===== config.mk =====
export PLATFORM = sky130hd
export DESIGN_NAME = cpu_step_ctrl_flat
export DESIGN_NICKNAME = d
export VERILOG_FILES = /design/src/rtl/cpu_step_if.sv /design/src/rtl/cpu_step_ctrl.sv /design/src/flat_wrapper.sv
export SDC_FILE = /design/constraint.sdc
export NUM_CORES = 1
export LEC_CHECK = 0
export CORE_AREA = 2 2 75 77
export DETAILED_ROUTE_END_ITERATION = 10
export DIE_AREA = 0 0 77 79
export PLACE_DENSITY = 0.83
export RECOVER_POWER = 100
export SETUP_SLACK_MARGIN = 0.2
export SLEW_MARGIN = 40
export SYNTH_ARGS = -nofsm -noshare
export SYNTH_HDL_FRONTEND = slang
export SYNTH_SLANG_ARGS = --single-unit

===== constraint.sdc =====
create_clock -name clk -period 2.65 [get_ports clk]
set_input_delay 0.3975 -clock clk [delete_from_list [all_inputs] [get_ports clk]]
set_output_delay 0.3975 -clock clk [all_outputs]
set_load 0.02 [all_outputs]

===== src/rtl/cpu_step_if.sv =====
// Handshake/status bundle between the step-button logic, the CPU and the
// single-step controller. Both sides see the same nets; direction comes
// from the modport.
interface cpu_step_if #(
    parameter int CNT_W = 16
);
    logic             step_pulse;
    logic             mode_run;
    logic             step_unit;
    logic             halt_req;
    logic             instr_done;
    logic             cpu_en;
    logic             busy;
    logic [1:0]       state;
    logic             timeout;
    logic [CNT_W-1:0] cycle_cnt;
    logic [CNT_W-1:0] instr_cnt;

    // Stimulus / CPU side: drives the requests, observes the enable and status
    modport master (
        output step_pulse, mode_run, step_unit, halt_req, instr_done,
        input  cpu_en, busy, state, timeout, cycle_cnt, instr_cnt
    );

    // Controller side
    modport slave (
        input  step_pulse, mode_run, step_unit, halt_req, instr_done,
        output cpu_en, busy, state, timeout, cycle_cnt, instr_cnt
    );
endinterface


===== src/rtl/cpu_step_ctrl.sv =====
// Single-step / free-run controller for the multi-cycle CPU. Turns debounced
// button pulses into a CPU clock enable (one cycle, one instruction, or a
// divided free-run) and keeps cycle/instruction counters for the display.
module cpu_step_ctrl #(
    parameter int RUN_DIV      = 4,
    parameter int MAX_STEP_CYC = 16,
    parameter int CNT_W        = 16
) (
    input  logic       clk,
    input  logic       reset,
    cpu_step_if.slave  bus
);

    typedef enum logic [1:0] {
        IDLE       = 2'b00,
        STEP_CYC   = 2'b01,
        STEP_INSTR = 2'b10,
        RUN        = 2'b11
    } state_t;

    localparam logic [7:0] DIV_LAST = 8'(RUN_DIV - 1);
    localparam logic [7:0] WD_LAST  = 8'(MAX_STEP_CYC - 1);

    state_t           state_q, state_d;
    logic [7:0]       div_q, div_d;
    logic [7:0]       wdog_q, wdog_d;
    logic             timeout_q, timeout_d;
    logic [CNT_W-1:0] cyc_q, cyc_d;
    logic [CNT_W-1:0] ins_q, ins_d;
    logic             cpu_en;

    // Enable is decoded purely from registers so the CPU sees a glitch-free level
    assign cpu_en = (state_q == STEP_CYC) || (state_q == STEP_INSTR) ||
                    ((state_q == RUN) && (div_q == DIV_LAST));

    assign bus.cpu_en    = cpu_en;
    assign bus.busy      = (state_q != IDLE);
    assign bus.state     = state_q;
    assign bus.timeout   = timeout_q;
    assign bus.cycle_cnt = cyc_q;
    assign bus.instr_cnt = ins_q;

    // Next-state logic: halt_req wins over everything, mode_run over a step press
    always_comb begin
        state_d   = state_q;
        div_d     = div_q;
        wdog_d    = wdog_q;
        timeout_d = timeout_q;
        cyc_d     = cyc_q + CNT_W'(cpu_en);
        ins_d     = ins_q + CNT_W'(cpu_en && bus.instr_done);

        case (state_q)
            IDLE: begin
                if (bus.halt_req) begin
                    state_d = IDLE;
                end else if (bus.mode_run) begin
                    state_d = RUN;
                    div_d   = 8'd0;
                end else if (bus.step_pulse) begin
                    state_d   = bus.step_unit ? STEP_INSTR : STEP_CYC;
                    timeout_d = 1'b0;
                    wdog_d    = 8'd0;
                end
            end
            STEP_CYC: begin
                state_d = IDLE;
            end
            STEP_INSTR: begin
                wdog_d = wdog_q + 8'd1;
                if (bus.halt_req || bus.instr_done) begin
                    state_d = IDLE;
                end else if (wdog_q == WD_LAST) begin
                    // Instruction never finished: give up and flag it for the user
                    state_d   = IDLE;
                    timeout_d = 1'b1;
                end
            end
            RUN: begin
                if (bus.halt_req || !bus.mode_run) begin
                    state_d = IDLE;
                    div_d   = 8'd0;
                end else begin
                    div_d = (div_q == DIV_LAST) ? 8'd0 : div_q + 8'd1;
                end
            end
            default: state_d = IDLE;
        endcase
    end

    // State and counter registers; reset aborts any step or run immediately
    always_ff @(posedge clk) begin
        if (reset) begin
            state_q   <= IDLE;
            div_q     <= 8'd0;
            wdog_q    <= 8'd0;
            timeout_q <= 1'b0;
            cyc_q     <= '0;
            ins_q     <= '0;
        end else begin
            state_q   <= state_d;
            div_q     <= div_d;
            wdog_q    <= wdog_d;
            timeout_q <= timeout_d;
            cyc_q     <= cyc_d;
            ins_q     <= ins_d;
        end
    end

endmodule


===== src/flat_wrapper.sv =====
// flat-port wrapper written by rule: the top's interface ports become plain ports
module cpu_step_ctrl_flat 
#(
    parameter int RUN_DIV      = 4,
    parameter int MAX_STEP_CYC = 16,
    parameter int CNT_W        = 16
)
  (clk, reset, bus_step_pulse, bus_mode_run, bus_step_unit, bus_halt_req, bus_instr_done, bus_cpu_en, bus_busy, bus_state, bus_timeout, bus_cycle_cnt, bus_instr_cnt);
  cpu_step_if #(.CNT_W(CNT_W)) bus_i ();
  input  logic clk;
  input  logic reset;
  input wire logic [$bits(bus_i.step_pulse)-1:0] bus_step_pulse;
  input wire logic [$bits(bus_i.mode_run)-1:0] bus_mode_run;
  input wire logic [$bits(bus_i.step_unit)-1:0] bus_step_unit;
  input wire logic [$bits(bus_i.halt_req)-1:0] bus_halt_req;
  input wire logic [$bits(bus_i.instr_done)-1:0] bus_instr_done;
  output wire logic [$bits(bus_i.cpu_en)-1:0] bus_cpu_en;
  output wire logic [$bits(bus_i.busy)-1:0] bus_busy;
  output wire logic [$bits(bus_i.state)-1:0] bus_state;
  output wire logic [$bits(bus_i.timeout)-1:0] bus_timeout;
  output wire logic [$bits(bus_i.cycle_cnt)-1:0] bus_cycle_cnt;
  output wire logic [$bits(bus_i.instr_cnt)-1:0] bus_instr_cnt;
  assign bus_i.step_pulse = bus_step_pulse;
  assign bus_i.mode_run = bus_mode_run;
  assign bus_i.step_unit = bus_step_unit;
  assign bus_i.halt_req = bus_halt_req;
  assign bus_i.instr_done = bus_instr_done;
  assign bus_cpu_en = bus_i.cpu_en;
  assign bus_busy = bus_i.busy;
  assign bus_state = bus_i.state;
  assign bus_timeout = bus_i.timeout;
  assign bus_cycle_cnt = bus_i.cycle_cnt;
  assign bus_instr_cnt = bus_i.instr_cnt;
  cpu_step_ctrl #(.RUN_DIV(RUN_DIV), .MAX_STEP_CYC(MAX_STEP_CYC), .CNT_W(CNT_W)) u_core (.clk(clk), .reset(reset), .bus(bus_i));
endmodule

# After elaboration in Yosys (flattened, before gate mapping)
# Index checks and enable logic that the tools add are counted.
[word_totals]
register_bits = 51
elab_cells = 62
output_inout_bits = 37
[op_classes]
eq_ne = 14
muxes = 23
reduce_logical = 15
add_sub_neg = 4
[op_table]
columns = ["operator", "count"]
rows = [
  ["$mux 8", 7],
  ["$add 16x1->16", 2],
  ["$pmux 8 s2", 2],
  ["$add 8x1->8 const B", 2],
  ["$mux 2", 7],
  ["$ne 2x2->1 const B", 7],
  ["$eq 8x2->1 const B", 1],
  ["$eq 8x4->1 const B", 1],
  ["$pmux 2 s4", 1],
  ["$reduce_and 3->1", 2],
  ["$reduce_and 6->1", 1],
  ["$reduce_bool 2->1", 3],
  ["$mux 1", 5],
  ["$eq 2x2->1 const B", 2],
  ["$logic_or 1x1->1", 4],
  ["$ne 4x4->1 const B", 1],
  ["$reduce_and 4->1", 1],
  ["$ne 3x3->1 const B", 1],
  ["$eq 2x1->1 const B", 1],
  ["$logic_and 1x1->1", 2],
  ["$logic_not 2->1", 1],
  ["$pmux 1 s2", 1],
  ["$logic_not 1->1", 1],
]

# Depth between registers and ports, before layout
# Gate-level depths: netlist of the first run.
[logic_depth]
depth_word = 5
mapped_depth = 11
depth_no_buf = 11

# Worst setup path before layout of the first run
# OpenSTA, ideal clock, no wires.
[synth_path]
path_kind = "reg-to-reg"
startpoint = "reg u_core.div_q[0]"
endpoint = "reg u_core.ins_q[14] (netlist: u_core.bus.instr_cnt[14])"
stages_incl_launch_ff = 12
required_time_ns = 2.522
arrival_ns = 2.630
setup_time_ns = 0.128
slack_ns = -0.108
path_cell_list = "dfxtp_1 > ha_1 > or4b_4 > nor4_1 > a21o_1 > and2_1 > ha_1 > ha_1 > nand2_1 > nor4_1 > xnor2_1 > nor2_1"
[synth_via]
elab_chain_cells = 5
[synth_lines]
columns = ["item", "line_no", "rtl"]
rows = [
  ["start, declared", "cpu_step_ctrl.sv:25", "logic [7:0] div_q, div_d;"],
  ["start signal, assigned", "cpu_step_ctrl.sv:101", "div_q <= div_d;"],
  ["$eq 8x2->1", "cpu_step_ctrl.sv:34", "((state_q == RUN) && (div_q == DIV_LAST));"],
  ["$logic_and 1x1->1", "cpu_step_ctrl.sv:34", ""],
  ["$logic_or 1x1->1", "cpu_step_ctrl.sv:33", "assign cpu_en = (state_q == STEP_CYC) || (state_q == STEP_INSTR) ||"],
  ["named net bus_cpu_en", "flat_wrapper.sv:17", "output wire logic [$bits(bus_i.cpu_en)-1:0] bus_cpu_en;"],
  ["$logic_and 1x1->1", "cpu_step_ctrl.sv:50", "ins_d = ins_q + CNT_W'(cpu_en && bus.instr_done);"],
  ["$add 16x1->16", "cpu_step_ctrl.sv:50", ""],
  ["end signal, assigned", "cpu_step_ctrl.sv:105", "ins_q <= ins_d;"],
  ["end, declared", "cpu_step_ctrl.sv:29", "logic [CNT_W-1:0] ins_q, ins_d;"],
]
# The timed path passes the listed nets, and every way through them passes these cells.
# A chain may end at the register's enable or synchronous reset.

# Final worst setup path of the first run
[layout_path]
startpoint = "reg u_core.div_q[0]"
endpoint = "reg u_core.cyc_q[13] (netlist: u_core.bus.cycle_cnt[13])"
[layout_via]
elab_chain_cells = 4
[layout_lines]
columns = ["item", "line_no", "rtl"]
rows = [
  ["$eq 8x2->1", "cpu_step_ctrl.sv:34", ""],
  ["$logic_and 1x1->1", "cpu_step_ctrl.sv:34", ""],
  ["$logic_or 1x1->1", "cpu_step_ctrl.sv:33", ""],
  ["$add 16x1->16", "cpu_step_ctrl.sv:49", "cyc_d = cyc_q + CNT_W'(cpu_en);"],
  ["end signal, assigned", "cpu_step_ctrl.sv:104", "cyc_q <= cyc_d;"],
  ["end, declared", "cpu_step_ctrl.sv:28", "logic [CNT_W-1:0] cyc_q, cyc_d;"],
]
# No other way between the ends.

==> flow_metrics.tcl, run 1 <==
set metrics [dict create \
    outcome "completed" \
    p_leak_nw 1.34 \
    synth_edf_count 0 \
    criticalPathCategory "flop to flop" \
    critPathArrivalTime_ns 2.67 \
    r2r-start "u_core.div_q[0]" \
    final-hold-violation-count 0 \
    grt_setup_unrepaired "yes" \
    worst_pin_slew_ns 0.604 \
    powerDensity_mw_per_mm2 421 \
    area_growth_pct 33.9 \
    p_int_w 0.00102 \
    dr.pass1.iters 4 \
    timing.rr.end "u_core.bus.cycle_cnt[13]" \
    p_comb_share_pct 9.9 \
    fin_nets 345 \
    clk_pin_slew_ns 0.09 \
    timing.max_cap.violations 0 \
    yosys_warnings 0 \
    min_from "u_core.bus.state[0]" \
    root_buffer "clkbuf_8" \
    grt_antenna_before_repair 0 \
    synthCells 277 \
    rows 27 \
    dieArea_mm2 0.00608 \
    dpl.cell_count 388 \
    placed_cell_area_mm2 0.00303 \
    gp_congestion 0.937 \
    worstPathMaxFanout 4 \
    sequentialPowerShare_pct 57.9 \
    synthTopCellsByArea "dfxtp_1, nor2_1, xnor2_1, xor2_1, ha_1" \
    irDropWorstVdd_mv 0.187 \
    synth_top_area_cell "dfxtp_1" \
    seqCellArea_mm2 0.00102 \
    critPathSlowestCell "or4b_4" \
    grt_pass1_wl_um 9030 \
    grt_max_degree 35 \
    grt_overflow 0 \
    post-route-min-period_ns 2.48 \
    synth.avg_cell_area_um2 8.72 \
    drc 0 \
    yosysMostFrequentCell "dfxtp_1" \
    drt-vias-per-instance 5.35 \
    io_buffer_count 43 \
    holdWs_ns 0.512 \
    cp.required_ns 2.84 \
    cts_tree "done" \
    dpl.hpwl_um 3850 \
    fin_crit_sh_pct 93.7 \
    cts_inserted_buffers 5 \
    synthTopCellsByCount "dfxtp_1, nor2_1, xnor2_1, xor2_1, nand2_1" \
    cp-end-kind "flop" \
    die_h_um 79 \
    ys_seq_area_share_pct 42.3 \
    drtIter0Drc 136 \
    p_sw_w 0.000340 \
    synthFlopType "dfxtp_1" \
    crit_top_cell "nor4_2" \
    finish.instance_area_mm2 0.00323 \
    n_fill_cell 485 \
    drv_slew 0 \
    swShare_pct 25.0 \
    synth_top_area_share_pct 42.3 \
    die_w_um 77 \
    regToRegSetupSlack_ns 0.17 \
    maxSlewHeadroom_pct 59.6 \
    fmax_mhz 403 \
    cts_max_path_buffers 2 \
    first_global_vias 2025 \
    wl_per_cell_um 13.4 \
    p_clk_share_pct 32.2 \
    ys_ff_latch 51 \
    finalSetupViolCount 0 \
    clkLatencyLatePin_ns 0.31 \
    r2r_cells 11 \
    hold_path_depth 2 \
    tns_ns 0 \
    worstHoldPathType "flop to flop" \
    critPathLaunchType "flop" \
    antenna_cells 0 \
    ioPinCount 44 \
    htreeDepth 2 \
    async_flop_share_pct 0 \
    core_mm2 0.00534 \
    slowest_delay_ns 0.46 \
    synth_area_mm2 0.00241 \
    synth_fp_nets 293 \
    fin_skew_ns 0.00820 \
    postCtsHoldBufs 0 \
    cp_cell_sequence "ha_4 -> or4b_4 -> nor4_2 -> a21o_1 -> clkbuf_4 -> buf_4 -> ha_1 -> nand2_1 -> nor4_2 -> xnor2_1 -> nor2_1" \
    multi_input_area_mm2 0.00150 \
    initial_utilization_pct 45.2 \
    ant_nets 0 \
    vias 2150 \
    hold_path_end "u_core.bus.state[0]" \
    cts.sinks 51 \
    drt-total-wl_um 5400 \
    final_cells 402 \
    grt_use_total_pct 18.1 \
    synth.distinct_cells 40 \
    drive_gt1_share_pct 12.4 \
]
## kinds of logic after synthesis
group                    count (synthesis)  share of synthesized area, %
AND/OR/NAND/NOR                        126                          26.0
flip-flops                              51                          42.3
XOR/XNOR                                36                          13.1
AO/OA/AOI/OAI                           34                          9.69
buffers and inverters                   17                          2.64
adder cells (fa/ha/maj)                  9                          4.66
multiplexers                             4                          1.71
## routing by layer
metal,wire length (um),up-vias,track usage (%)
met3,203,10,3.98
met5,0,-,0
li1,-,1068,-
met2,2680,50,31.0
met1,2420,1022,22.6
met4,98,0,6.43
## placed cells by master, fill, tap and decap left out, types with 4 or more instances in the layout
master	Yosys	layout
clkdlybuf4s50_1	0	6
nor2_1	49	48
nand3_1	12	11
nor4_4	0	5
o211ai_1	4	4
nand2_1	16	15
ha_1	9	6
inv_1	9	9
buf_4	0	8
nor3_1	8	6
o21ai_0	9	9
xor2_1	18	18
clkbuf_8	0	5
a21oi_1	7	7
dlygate4sd3_1	0	36
dfxtp_1	51	50
o2111ai_1	5	5
xnor2_1	18	18
and3_1	4	4
nand4_1	6	6
nor2b_1	6	6
## through the flow
step / total power, W / setup slack, ns / utilization, %
global route: 0.00142 / 0.0315 / 60.6
global placement: 0.000935 / 0.122 / 56.8
detailed placement: 0.000940 / 0.0169 / 56.8
finish: 0.00136 / 0.168 / 60.6
CTS: 0.00137 / 0.204 / 59.4
floorplan: 0.000882 / 0.0288 / -
## worst max-delay path by stage
stage / startpoint / endpoint / slack (ns)
finish: u_core.div_q[0] / u_core.bus.cycle_cnt[13] / 0.17
global route: u_core.div_q[0] / u_core.bus.cycle_cnt[13] / 0.03
CTS: u_core.div_q[0] / bus_cpu_en / 0.20
detailed placement: u_core.div_q[1] / u_core.bus.instr_cnt[12] / 0.02
global placement: u_core.div_q[1] / u_core.bus.instr_cnt[12] / 0.12
floorplan: u_core.div_q[1] / u_core.bus.instr_cnt[12] / 0.03
## timing repair
item	CTS	global route
endpoints found under the setup margin	16	14
buffers inserted	4	2
gates resized for setup	7	14
pin swaps	5	4
## layout make-up
| class | count | share of cell area [%] |
|---|---|---|
| Tap cell | 72 | 2.79 |
| Inverter | 9 | 1.04 |
| Timing Repair Buffer | 53 | 15.6 |
| Clock inverter | 2 | 0.348 |
| Multi-Input combinational cell | 209 | 46.3 |
| Sequential cell | 51 | 31.7 |
| Clock buffer | 6 | 2.24 |
## sequential cells by signal, indices dropped and copies added (netlist names)
name / flops
u_core.bus.state: 2
u_core.bus.cycle_cnt: 16
u_core.bus.instr_cnt: 16
u_core.div_q: 8
u_core.bus.timeout: 1
u_core.wdog_q: 8
## power by group through the flow
stage	registers, W	logic (W)	clock network [W]
6_report	0.000787	0.000135	0.000438
5_1_grt	0.000789	0.000147	0.000485
4_1_cts	0.000787	0.000139	0.000447
3_5_place_dp	0.000806	0.000134	0
3_3_place_gp	0.000805	0.000129	0
2_1_floorplan	0.000813	0.0000683	0
## worst max-delay path: cells and delay by family (launching register included)
family                     cells  cell delay (ns)
AOI/OAI and AO/OA              1             0.20
xor gates and xnor gates       1             0.17
adders and majority gates      2             0.31
buffers and inverters          2             0.25
DFF                            1             0.39
and+or+nand+nor                5             1.05
Power figures use the tool's default switching activity.
==> run 2, diff against run 1 <==
--- a/config.mk
+++ b/config.mk
@@ -5,9 +5,11 @@
 export SDC_FILE = /design/constraint.sdc
 export NUM_CORES = 1
 export LEC_CHECK = 0
-export CORE_AREA = 2 2 75 77
+export ABC_AREA = 1
+export ABC_CLOCK_PERIOD_IN_PS = 2650
+export CORE_AREA = 2 2 78 80
 export DETAILED_ROUTE_END_ITERATION = 10
-export DIE_AREA = 0 0 77 79
+export DIE_AREA = 0 0 80 82
 export PLACE_DENSITY = 0.83
 export RECOVER_POWER = 100
 export SETUP_SLACK_MARGIN = 0.2
==> run 2 against run 1 <==
  * Via count grew 22%
  * Critical path depth fell by 7
  * Combinational power grew 32%
==> flow_metrics.tcl, run 2 <==
set metrics [dict create \
    outcome "completed" \
    timing.max_cap.violations 0 \
    cp_cell_sequence "inv_1 -> ha_1 -> inv_1 -> dlygate4sd3_1" \
    final-hold-violation-count 0 \
    cts_tree "done" \
    holdWs_ns 0.452 \
    synth_top_area_share_pct 38.6 \
    synth.avg_cell_area_um2 6.46 \
    synthTopCellsByCount "nand2_1, nor2_1, inv_1" \
    antenna_cells 0 \
    critPathArrivalTime_ns 1.90 \
    synth_fp_nets 425 \
    synth_area_mm2 0.00264 \
    setup_slack_ns 0.355 \
    fmax_mhz 436 \
    synthCells 409 \
    grt_setup_unrepaired "no" \
    die_w_um 80 \
    worstHoldPathType "flop to flop" \
    area_growth_pct 23.3 \
    cp.required_ns 2.25 \
    irDropWorstVdd_mv 0.343 \
    tns_ns 0 \
    cts.sinks 51 \
    sequentialPowerShare_pct 53.7 \
    grt_overflow 0 \
    fin_crit_sh_pct 86.6 \
    ys_ff_latch 51 \
    clkLatencyLatePin_ns 0.31 \
    p_int_w 0.00108 \
    worst_pin_slew_ns 0.426 \
    synthFlopType "dfxtp_1" \
    drt-total-wl_um 5860 \
    grt_use_total_pct 19.0 \
    ioPinCount 44 \
    async_flop_share_pct 0 \
    placed_cell_area_mm2 0.00317 \
    pre_cts_slack_ns 0.433 \
    cts_max_path_buffers 2 \
    dpl.hpwl_um 4430 \
    criticalPathCategory "flop to output pin" \
    wl_per_cell_um 11.0 \
    fin_nets 474 \
    rows 28 \
    cts_inserted_buffers 5 \
    swShare_pct 26.7 \
    drive_gt1_share_pct 4.14 \
    finalSetupViolCount 0 \
    initial_utilization_pct 46.0 \
    yosys_warnings 0 \
    yosysMostFrequentCell "nand2_1" \
    grt_max_degree 17 \
    grt_pass1_wl_um 10000 \
    synth_edf_count 0 \
    dr.pass1.iters 5 \
    p_sw_w 0.000395 \
    p_clk_share_pct 34.2 \
    finish.instance_area_mm2 0.00326 \
    grt_antenna_before_repair 0 \
    ys_seq_area_share_pct 38.6 \
    synthTopCellsByArea "dfxtp_1, nand2_1, nor2_1, inv_1, nand3_1" \
    post-route-min-period_ns 2.29 \
    mostFrequentLayoutCell "nand2_1" \
    p_leak_nw 1.42 \
    dieArea_mm2 0.00656 \
    critPathSlowestCell "dlygate4sd3_1" \
    fin_skew_ns 0.00327 \
    ant_nets 0 \
    layout_common_cells "nand2_1, nor2_1, inv_1, dfxtp_1, dlygate4sd3_1" \
    critPathLaunchType "flop" \
    vias 2618 \
    root_buffer "clkbuf_8" \
    clk_pin_slew_ns 0.09 \
    worstPathMaxFanout 7 \
    drtIter0Drc 116 \
    io_buffer_count 43 \
    cp-end-kind "output pin" \
    die_h_um 82 \
    powerDensity_mw_per_mm2 453 \
    synth.distinct_cells 26 \
    p_comb_share_pct 12.0 \
    core_mm2 0.00575 \
    gp_congestion 0.853 \
    crit_top_cell "inv_1" \
    maxSlewHeadroom_pct 71.5 \
    drv_slew 0 \
    drt-vias-per-instance 4.90 \
    synth_top_area_cell "dfxtp_1" \
    first_global_vias 2442 \
    drc 0 \
    slowest_delay_ns 0.69 \
    htreeDepth 2 \
]
## run 2: changes by cell type after synthesis, moves of 9 or more
cell | previous run | this run
nand2_1 | 16 | 99
inv_1 | 9 | 52
nor2_1 | 49 | 86
xnor2_1 | 18 | 2
nor4_1 | 9 | 0
a21oi_1 | 7 | 21
nand3_1 | 12 | 29
o21ai_1 | 0 | 9
xor2_1 | 18 | 4
## run 2: power groups by stage
stage	clock network [W]	logic [W]	registers [W]
detailed placement	0	0.000189	0.000812
floorplan	0	0.000106	0.000823
CTS	0.000519	0.000191	0.000794
finish	0.000506	0.000178	0.000794
global placement	0	0.000185	0.000811
global route	0.000544	0.000201	0.000797
## run 2: metrics by stage
stage | instances | total power [W] | utilization, %
2_1_floorplan | 409 | 0.000929 | -
4_1_cts | 533 | 0.00150 | 56.9
3_3_place_gp | 525 | 0.000996 | 55.1
3_5_place_dp | 525 | 0.00100 | 55.1
6_report | 534 | 0.00148 | 56.7
5_1_grt | 534 | 0.00154 | 56.7
## run 2: cell families after synthesis
family                     synth area share, %
adders and majority gates                 4.26
AOI/OAI and AO/OA                         7.90
buffers and inverters                     9.04
and+or+nand+nor                           38.2
xor gates and xnor gates                  1.99
DFF                                       38.6
## run 2: worst paths after layout
path | slack [ns] | from | to | depth (start not counted)
worst max register to register | 0.49 | u_core.div_q[0] | u_core.bus.instr_cnt[11] | 15
worst max-delay path | 0.36 | u_core.bus.state[0] | bus_busy | 4
worst min register to register | 0.45 | u_core.bus.timeout | u_core.bus.timeout | 2
worst min-delay path | 0.45 | u_core.bus.timeout | u_core.bus.timeout | 2
## run 2: layer usage
layer  vias up  share of wire (%)  wire (um)  track usage [%]
li1       1369                  -          -                -
met1      1197                 47       2730             22.4
met2        47                 48       2800             33.9
met3         5                4.7        274             5.05
met4         0                1.1         65             5.42
met5         -                  0          0                0
## run 2: area by class of cell
class | instances | area (um^2)
Fill cell | 582 | 2490
Multi-Input combinational cell | 295 | 1370
Sequential cell | 51 | 1020
Timing Repair Buffer | 46 | 447
Inverter | 59 | 221
Clock buffer | 7 | 96.3
Tap cell | 75 | 93.8
Clock inverter | 1 | 7.51
## run 2: worst max-delay path: cells and delay by family (launching register included)
family / cells / cell delay (ns)
buf+inv: 3 / 0.91
flops: 1 / 0.40
fa+ha+maj: 1 / 0.27
## run 2: timing repair
| item | 4_1_cts | 5_1_grt |
|---|---|---|
| buffers inserted | 0 | 1 |
| gates resized for setup | 0 | 7 |
| endpoints found under the setup margin | 0 | 8 |
| hold buffers | 0 | 0 |
